### src/rtl/ece429_mem_arbiter.sv
// Main-memory arbiter and boot sequencer. Shares one synchronous memory
// between the SREC loader, instruction fetch and the data-memory stage,
// issues 1/4/8/16-word bursts and keeps the CPU stalled until boot completes.
// Vectors are written [31:0]; the two ignored low address bits are [1:0].
module ece429_mem_arbiter #(
    parameter int BOOT_REQUIRED = 1,
    parameter int STARVE_LIMIT  = 2
) (
    input  logic        clock,
    input  logic        reset,
    input  logic        ld_req,
    input  logic        if_req,
    input  logic        dm_req,
    input  logic [31:0] ld_addr,
    input  logic [31:0] if_addr,
    input  logic [31:0] dm_addr,
    input  logic [1:0]  ld_size,
    input  logic [1:0]  if_size,
    input  logic [1:0]  dm_size,
    input  logic        dm_rw,
    input  logic [31:0] ld_wdata,
    input  logic [31:0] dm_wdata,
    input  logic        ld_done,
    output logic        ld_ack,
    output logic        if_ack,
    output logic        dm_ack,
    output logic        if_rvalid,
    output logic        dm_rvalid,
    output logic [31:0] rdata,
    output logic        ld_bdone,
    output logic        if_bdone,
    output logic        dm_bdone,
    output logic        boot_done,
    output logic        cpu_stall,
    output logic        mem_en,
    output logic        mem_we,
    output logic [31:0] mem_addr,
    output logic [31:0] mem_wdata,
    input  logic [31:0] mem_rdata
);

    localparam logic [0:0]  ST_IDLE    = 1'b0;
    localparam logic [0:0]  ST_BURST   = 1'b1;
    localparam logic [1:0]  OWN_NONE   = 2'd0;
    localparam logic [1:0]  OWN_LD     = 2'd1;
    localparam logic [1:0]  OWN_IF     = 2'd2;
    localparam logic [1:0]  OWN_DM     = 2'd3;
    localparam logic [31:0] ADDR_MASK  = 32'hFFFF_FFFC;
    localparam logic [7:0]  STARVE_MAX = 8'(STARVE_LIMIT);
    localparam logic        BOOT_INIT  = (BOOT_REQUIRED == 0);

    logic [0:0]  state_q, state_d;
    logic [1:0]  owner_q, owner_d;
    logic [31:0] addr_q, addr_d;
    logic [4:0]  beats_q, beats_d;
    logic        rw_q, rw_d;
    logic [7:0]  starve_q, starve_d;
    logic        boot_done_q, boot_done_d;
    logic        ld_pend_q, ld_pend_d;
    logic        if_rvalid_q, if_rvalid_d;
    logic        dm_rvalid_q, dm_rvalid_d;

    logic        issue, last_beat, cur_rw, owner_req, grant_if, grant_dm;
    logic [1:0]  cur_owner;
    logic [31:0] cur_addr;
    logic [4:0]  grant_beats;
    logic        if_elig, dm_elig, if_forced, ld_busy, ld_end;

    function automatic logic [4:0] size_to_beats(input logic [1:0] size);
        case (size)
            2'b00:   return 5'd1;
            2'b01:   return 5'd4;
            2'b10:   return 5'd8;
            default: return 5'd16;
        endcase
    endfunction

    assign if_elig   = if_req && boot_done_q;
    assign dm_elig   = dm_req && boot_done_q;
    assign if_forced = if_elig && (starve_q >= STARVE_MAX);

    // Arbitration in IDLE and beat sequencing in BURST; the first beat of a grant issues combinationally.
    always_comb begin
        // NOTE: every signal gets a default before any branch so no path can infer a latch.
        state_d     = state_q;
        owner_d     = owner_q;
        addr_d      = addr_q;
        beats_d     = beats_q;
        rw_d        = rw_q;
        issue       = 1'b0;
        last_beat   = 1'b0;
        cur_owner   = OWN_NONE;
        cur_addr    = '0;
        cur_rw      = 1'b0;
        grant_if    = 1'b0;
        grant_dm    = 1'b0;
        grant_beats = 5'd0;
        case (owner_q)
            OWN_LD:  owner_req = ld_req;
            OWN_IF:  owner_req = if_req;
            OWN_DM:  owner_req = dm_req;
            default: owner_req = 1'b0;
        endcase
        // Reset is folded in so outputs drop the instant it rises, not at the next edge.
        if (!reset) begin
            if (state_q == ST_IDLE) begin
                if (ld_req) begin
                    cur_owner   = OWN_LD;
                    cur_addr    = ld_addr & ADDR_MASK;
                    cur_rw      = 1'b1;
                    grant_beats = size_to_beats(ld_size);
                end else if (if_forced || (if_elig && !dm_elig)) begin
                    cur_owner   = OWN_IF;
                    cur_addr    = if_addr & ADDR_MASK;
                    grant_beats = size_to_beats(if_size);
                    grant_if    = 1'b1;
                end else if (dm_elig) begin
                    cur_owner   = OWN_DM;
                    cur_addr    = dm_addr & ADDR_MASK;
                    cur_rw      = dm_rw;
                    grant_beats = size_to_beats(dm_size);
                    grant_dm    = 1'b1;
                end
                issue     = (cur_owner != OWN_NONE);
                last_beat = issue && (grant_beats == 5'd1);
                if (issue && !last_beat) begin
                    state_d = ST_BURST;
                    owner_d = cur_owner;
                    addr_d  = cur_addr + 32'd4;
                    beats_d = grant_beats - 5'd1;
                    rw_d    = cur_rw;
                end
            end else if (owner_req) begin
                issue     = 1'b1;
                cur_owner = owner_q;
                cur_addr  = addr_q;
                cur_rw    = rw_q;
                last_beat = (beats_q == 5'd1);
                addr_d    = addr_q + 32'd4;
                beats_d   = beats_q - 5'd1;
                if (last_beat) state_d = ST_IDLE;
            end else begin
                // Owner withdrew mid-burst: abandon it without issuing a beat.
                state_d = ST_IDLE;
            end
        end
    end

    // Starvation counter, boot tracking and read-return flags.
    always_comb begin
        starve_d = starve_q;
        if (!if_req || grant_if)                    starve_d = 8'd0;
        else if (grant_dm && starve_q != 8'hFF)     starve_d = starve_q + 8'd1;

        ld_busy     = (state_q == ST_BURST) && (owner_q == OWN_LD);
        ld_end      = ld_busy && (state_d == ST_IDLE);
        ld_pend_d   = ld_pend_q || (ld_done && ld_busy);
        boot_done_d = boot_done_q || ((ld_done || ld_pend_q) && (!ld_busy || ld_end));

        if_rvalid_d = issue && !cur_rw && (cur_owner == OWN_IF);
        dm_rvalid_d = issue && !cur_rw && (cur_owner == OWN_DM);
    end

    // State registers with asynchronous reset.
    always_ff @(posedge clock or posedge reset) begin
        if (reset) begin
            state_q     <= ST_IDLE;
            owner_q     <= OWN_NONE;
            addr_q      <= '0;
            beats_q     <= '0;
            rw_q        <= 1'b0;
            starve_q    <= '0;
            boot_done_q <= BOOT_INIT;
            ld_pend_q   <= 1'b0;
            if_rvalid_q <= 1'b0;
            dm_rvalid_q <= 1'b0;
        end else begin
            // NOTE: non-blocking so every flop samples the pre-edge value of its peers.
            state_q     <= state_d;
            owner_q     <= owner_d;
            addr_q      <= addr_d;
            beats_q     <= beats_d;
            rw_q        <= rw_d;
            starve_q    <= starve_d;
            boot_done_q <= boot_done_d;
            ld_pend_q   <= ld_pend_d;
            if_rvalid_q <= if_rvalid_d;
            dm_rvalid_q <= dm_rvalid_d;
        end
    end

    assign ld_ack    = issue && (cur_owner == OWN_LD);
    assign if_ack    = issue && (cur_owner == OWN_IF);
    assign dm_ack    = issue && (cur_owner == OWN_DM);
    assign ld_bdone  = ld_ack && last_beat;
    assign if_bdone  = if_ack && last_beat;
    assign dm_bdone  = dm_ack && last_beat;
    assign mem_en    = issue;
    assign mem_we    = issue && cur_rw;
    assign mem_addr  = cur_addr;
    assign mem_wdata = mem_we ? ((cur_owner == OWN_LD) ? ld_wdata : dm_wdata) : '0;
    // The memory's own output register supplies the data; pass it only while a read returns.
    assign rdata     = (if_rvalid_q || dm_rvalid_q) ? mem_rdata : '0;
    assign if_rvalid = if_rvalid_q;
    assign dm_rvalid = dm_rvalid_q;
    assign boot_done = boot_done_q;
    assign cpu_stall = ~boot_done_q;

endmodule
### config.mk
export PLATFORM = sky130hd
export DESIGN_NAME = ece429_mem_arbiter
export DESIGN_NICKNAME = d
export VERILOG_FILES = /design/src/rtl/ece429_mem_arbiter.sv
export SDC_FILE = /design/constraint.sdc
export NUM_CORES = 1
export LEC_CHECK = 0
export BUFFER_PORTS_ARGS = -buffer_cell sky130_fd_sc_hd__buf_2
export CELL_PAD_IN_SITES_DETAIL_PLACEMENT = 1
export CELL_PAD_IN_SITES_GLOBAL_PLACEMENT = 2
export CORE_MARGIN = 3
export CORE_UTILIZATION = 23
export CTS_CLUSTER_DIAMETER = 100
export DETAILED_ROUTE_END_ITERATION = 8
export HOLD_SLACK_MARGIN = 0.02
export PLACE_DENSITY_LB_ADDON = 0.1
export SYNTH_ARGS = -nofsm -noshare
export SYNTH_HDL_FRONTEND = slang
export SYNTH_SLANG_ARGS = --single-unit
### constraint.sdc
create_clock -name clock -period 15.3 [get_ports clock]
set_input_delay 4.59 -clock clock [delete_from_list [all_inputs] [get_ports clock]]
set_output_delay 4.59 -clock clock [all_outputs]
set_load 0.03 [all_outputs]
==> metrics list <==
- The flow ran to the end, and the final reports show no timing, DRC or antenna violations.
* Remaining routing DRC violations: 0
- TritonCTS built the clock tree.
- Setup violation total in the final timing report: 0
- Max transition margin: 21.4%
- Required time of the critical path: 10710 ps
- The area growth from synthesis to layout is 40.5%.
- Met2 track utilization from global routing: 37.5%
* Multi-input gate area in the final layout: 3130 um^2
- In this run the horizontal extent of the chip is 149 um.
- Filler instances: 2571
- Drt wl/cell: 19.6 um
* Leading area contributor after synthesis: sky130_fd_sc_hd__dfrtp_1
* Clock edge transition at the registers on the reported setup and hold paths: 70 ps
* Share of the cycle needed by the critical path after routing: 82.8%
- Top cells by count, synth: sky130_fd_sc_hd__a21oi_1, sky130_fd_sc_hd__nand2_1, sky130_fd_sc_hd__nor2_1
* Static leakage: 3.32 nW
* Final Hold Fails: 0
* Cell area after synthesis: 4710 um^2
- Synth Flop Type: sky130_fd_sc_hd__dfrtp_1
- The die is 149 um tall.
- Setup repair after global routing missed its margin: no
- Worst supply voltage drop on vdd: 0.0662 mV
* Setup Skew: 11.7 ps
* Core area: 19800 um^2
- In this run the most used layer during global routing was met2.
- Sink of the worst hold path: ld_pend_q
- Register bit count reported by yosys: 51
- The first global-routing pass estimated 35400 um of wire.
- Clock period minus final worst setup slack: 12670 ps
* Most frequent cell after synthesis: sky130_fd_sc_hd__a21oi_1
- Critical path startpoint category: primary input
* Hold/Removal Path Class: reg -> reg
- Class of the most critical setup path: in -> out
* Antenna Violating Nets Remaining: 0
- Largest net degree at the start of global routing: 65
- Top area cells in the synthesized netlist: sky130_fd_sc_hd__dfrtp_1, sky130_fd_sc_hd__a21oi_1, sky130_fd_sc_hd__nand2_1, sky130_fd_sc_hd__nor2_1, sky130_fd_sc_hd__xnor2_1
- Max capacitance violation total: 0
* Start point of the worst min-delay path: ld_pend_q
- Post-synth cell types: 61
- Deepest clock path buffer count: 2
- Using the TritonRoute via totals, the vias-per-cell ratio works out to 4.95.
* FF+latch area: 1280 um^2
- Worst hold path cell count: 1
* Global-route congestion overflow total: 0
- The later pin in the worst-skew pair is clocked with a latency of 310 ps.
* Worst reg-to-reg path cell count: 11
- Cells after synthesis: 669
* Critical path's most frequent cell: sky130_fd_sc_hd__nand2_1
* Slew of the pin with the lowest slew margin: 1180 ps
- Worst Path Arrival: 8080 ps
- Top cell type's share of synthesized area: 27.1%
- The die covers 22200 um^2.
* Crit Reg-Reg Endpoint: addr_q[30]
* Setup TNS: 0 ps
- Setup WS pre-CTS: 2490 ps
- Hold Slack: 464 ps
* Number of buffers created by CTS: 5
* Cells resized by post-CTS repair: 0
- For flop-to-flop paths, the worst setup slack is 10800 ps.
* GR met3 Demand/Resource: 4.25%
- Post-CTS Setup Bufs: 0
- Port bufs: 304
- In this run the critical register-to-register path is launched from starve_q[1].
* GR met1 Demand/Resource: 23.8%
- Delay of the slowest cell on the worst path: 800 ps
* Effective utilization at floorplan: 23.8%
- In this run, synthesis inferred 0 flip-flops with an integrated enable.
- Post-layout net count: 1154
- Number of detailed-routing iterations run before antenna repair: 4
- Worst-path cell chain: buf_2 -> nand2_1 -> a21o_1 -> nand2_1 -> a211oi_1 -> nand2b_1 -> buf_4 -> inv_1 -> nand2_1 -> a21oi_1 -> buf_2
* Final count of pins violating max slew: 0
* Via Count: 5990
* Share of layout cells above drive strength 1: 37.1%
* Via count of the first global-routing pass: 6324
- Routability congestion estimate: 0.799
* Share of synthesized registers carrying an async set or reset: 100%
* CTS root buffer: sky130_fd_sc_hd__clkbuf_16
- Crit path setup slack, layout: 2630 ps
* Crit-path slowest cell: sky130_fd_sc_hd__inv_1
* Total global routing track utilization: 20.3%
* Sum of net half-perimeters after detailed placement: 18500 um
* Mean cell area of the mapped netlist: 7.04 um^2
* H-tree levels: 2
- Number of antenna violations at the first check in global routing: 4
* Total number of yosys warnings: 0
* Total power consumption of the routed design: 0.00102 W
* CP Capture Type: primary output
- For this run, the register share of the synthesized area comes to 27.1%.
- Total wire length: 23800 um
* Num rows: 51
- Power per cell area: 154 nW/um^2
- For this block, the initial DRC count from the detailed router was 155.
- For this run, the top clock speed supported by timing is 0.0789 GHz.
- Number of buffers added to fix hold violations after cts: 0
- 313 I/O pins were placed.
* TritonCTS Sinks: 51
- In this run the worst path has a maximum fanout of 34.
-- cell type report --
type | instances | area share (%)
Tap cell | 265 | 5.01
Multi-Input combinational cell | 542 | 47.3
Antenna cell | 1 | 0.0378
Sequential cell | 51 | 19.3
Clock buffer | 5 | 1.89
Timing Repair Buffer | 314 | 24.1
Clock inverter | 3 | 0.718
Inverter | 29 | 1.64
-- worst max path at each step --
| stage | startpoint | end | depth (start not counted) |
|---|---|---|---|
| after floorplan | reset | mem_addr[19] | 6 |
| after global placement | if_req | mem_wdata[20] | 11 |
| after detailed placement | if_req | mem_wdata[19] | 11 |
| after CTS | if_req | mem_wdata[19] | 11 |
| after global routing | if_req | mem_wdata[18] | 11 |
| final | if_req | mem_wdata[19] | 11 |
-- power by group --
group	leakage [nW]	internal (W)	total [W]	switching [W]
logic	2.65	0.000210	0.000664	0.000454
registers	0.588	0.000184	0.000217	0.0000332
clock network	0.0844	0.0000783	0.000137	0.0000587
total	3.32	0.000473	0.00102	0.000546
-- flip-flops by register name, summed over array words and instances (netlist names) --
register and flops:
dm_rvalid 1, beats_q 5, owner_q 2, addr_q 30
starve_q 8, boot_done 1, state_q 1, ld_pend_q 1
if_rvalid 1, rw_q 1
-- per-layer routing --
metal  share of wire (%)  wire length [um]
met1                  40              9620
met2                  50             12000
met3                 6.7              1590
met4                 2.2               527
met5                0.16                37
-- metrics by stage --
stage,instances,instance area [um^2],util [%]
3_3_place_gp,1201,6450,32.6
3_5_place_dp,1201,6450,32.6
5_1_grt,1210,6620,33.5
6_report,1210,6620,33.5
2_1_floorplan,670,4720,-
4_1_cts,1209,6620,33.5
-- worst max-delay path: cells and delay by family --
| family | cells | cell delay (ps) |
|---|---|---|
| AND/OR/NAND/NOR | 4 | 750 |
| AO/OA/AOI/OAI | 3 | 1270 |
| buffers and inverters | 4 | 1440 |
-- layout by cell type, fill, tap and decap left out, types with 3 or more instances in the layout --
master                      count
sky130_fd_sc_hd__a211oi_1       3
sky130_fd_sc_hd__a21o_1         7
sky130_fd_sc_hd__a21oi_1       99
sky130_fd_sc_hd__a21oi_2        3
sky130_fd_sc_hd__a221o_1        6
sky130_fd_sc_hd__a2bb2oi_1      6
sky130_fd_sc_hd__a31oi_1       13
sky130_fd_sc_hd__and2_1         4
sky130_fd_sc_hd__and3_1         5
sky130_fd_sc_hd__buf_2        304
sky130_fd_sc_hd__buf_4         10
sky130_fd_sc_hd__clkbuf_16      5
sky130_fd_sc_hd__dfrtp_1       51
sky130_fd_sc_hd__ha_1           6
sky130_fd_sc_hd__inv_1         28
sky130_fd_sc_hd__nand2_1       98
sky130_fd_sc_hd__nand2b_1       6
sky130_fd_sc_hd__nand3_1       22
sky130_fd_sc_hd__nand4_1        6
sky130_fd_sc_hd__nor2_1        88
sky130_fd_sc_hd__nor2b_1       34
sky130_fd_sc_hd__nor3_1        13
sky130_fd_sc_hd__nor3b_1        3
sky130_fd_sc_hd__nor4_1         4
sky130_fd_sc_hd__nor4_2         3
sky130_fd_sc_hd__nor4_4         4
sky130_fd_sc_hd__o21ai_0       12
sky130_fd_sc_hd__o221ai_1       6
sky130_fd_sc_hd__o22ai_1       23
sky130_fd_sc_hd__or2_2          3
sky130_fd_sc_hd__xnor2_1       25
sky130_fd_sc_hd__xor2_1         5
-- cells by family (layout without fill, tap and decap cells) --
kind of cell / after synthesis / count (layout) / share of synthesized area (%)
buffers and inverters: 77 / 351 / 6.85
DFF: 51 / 51 / 27.1
xor gates and xnor gates: 30 / 30 / 5.58
other: 1 / 3 / 0.0796
adders and majority gates: 6 / 6 / 1.59
muxes: 5 / 5 / 1.14
and+or+nand+nor: 304 / 304 / 31.9
AOI/OAI and AO/OA: 195 / 195 / 25.8
No activity file was read; power rests on OpenSTA's default activity.
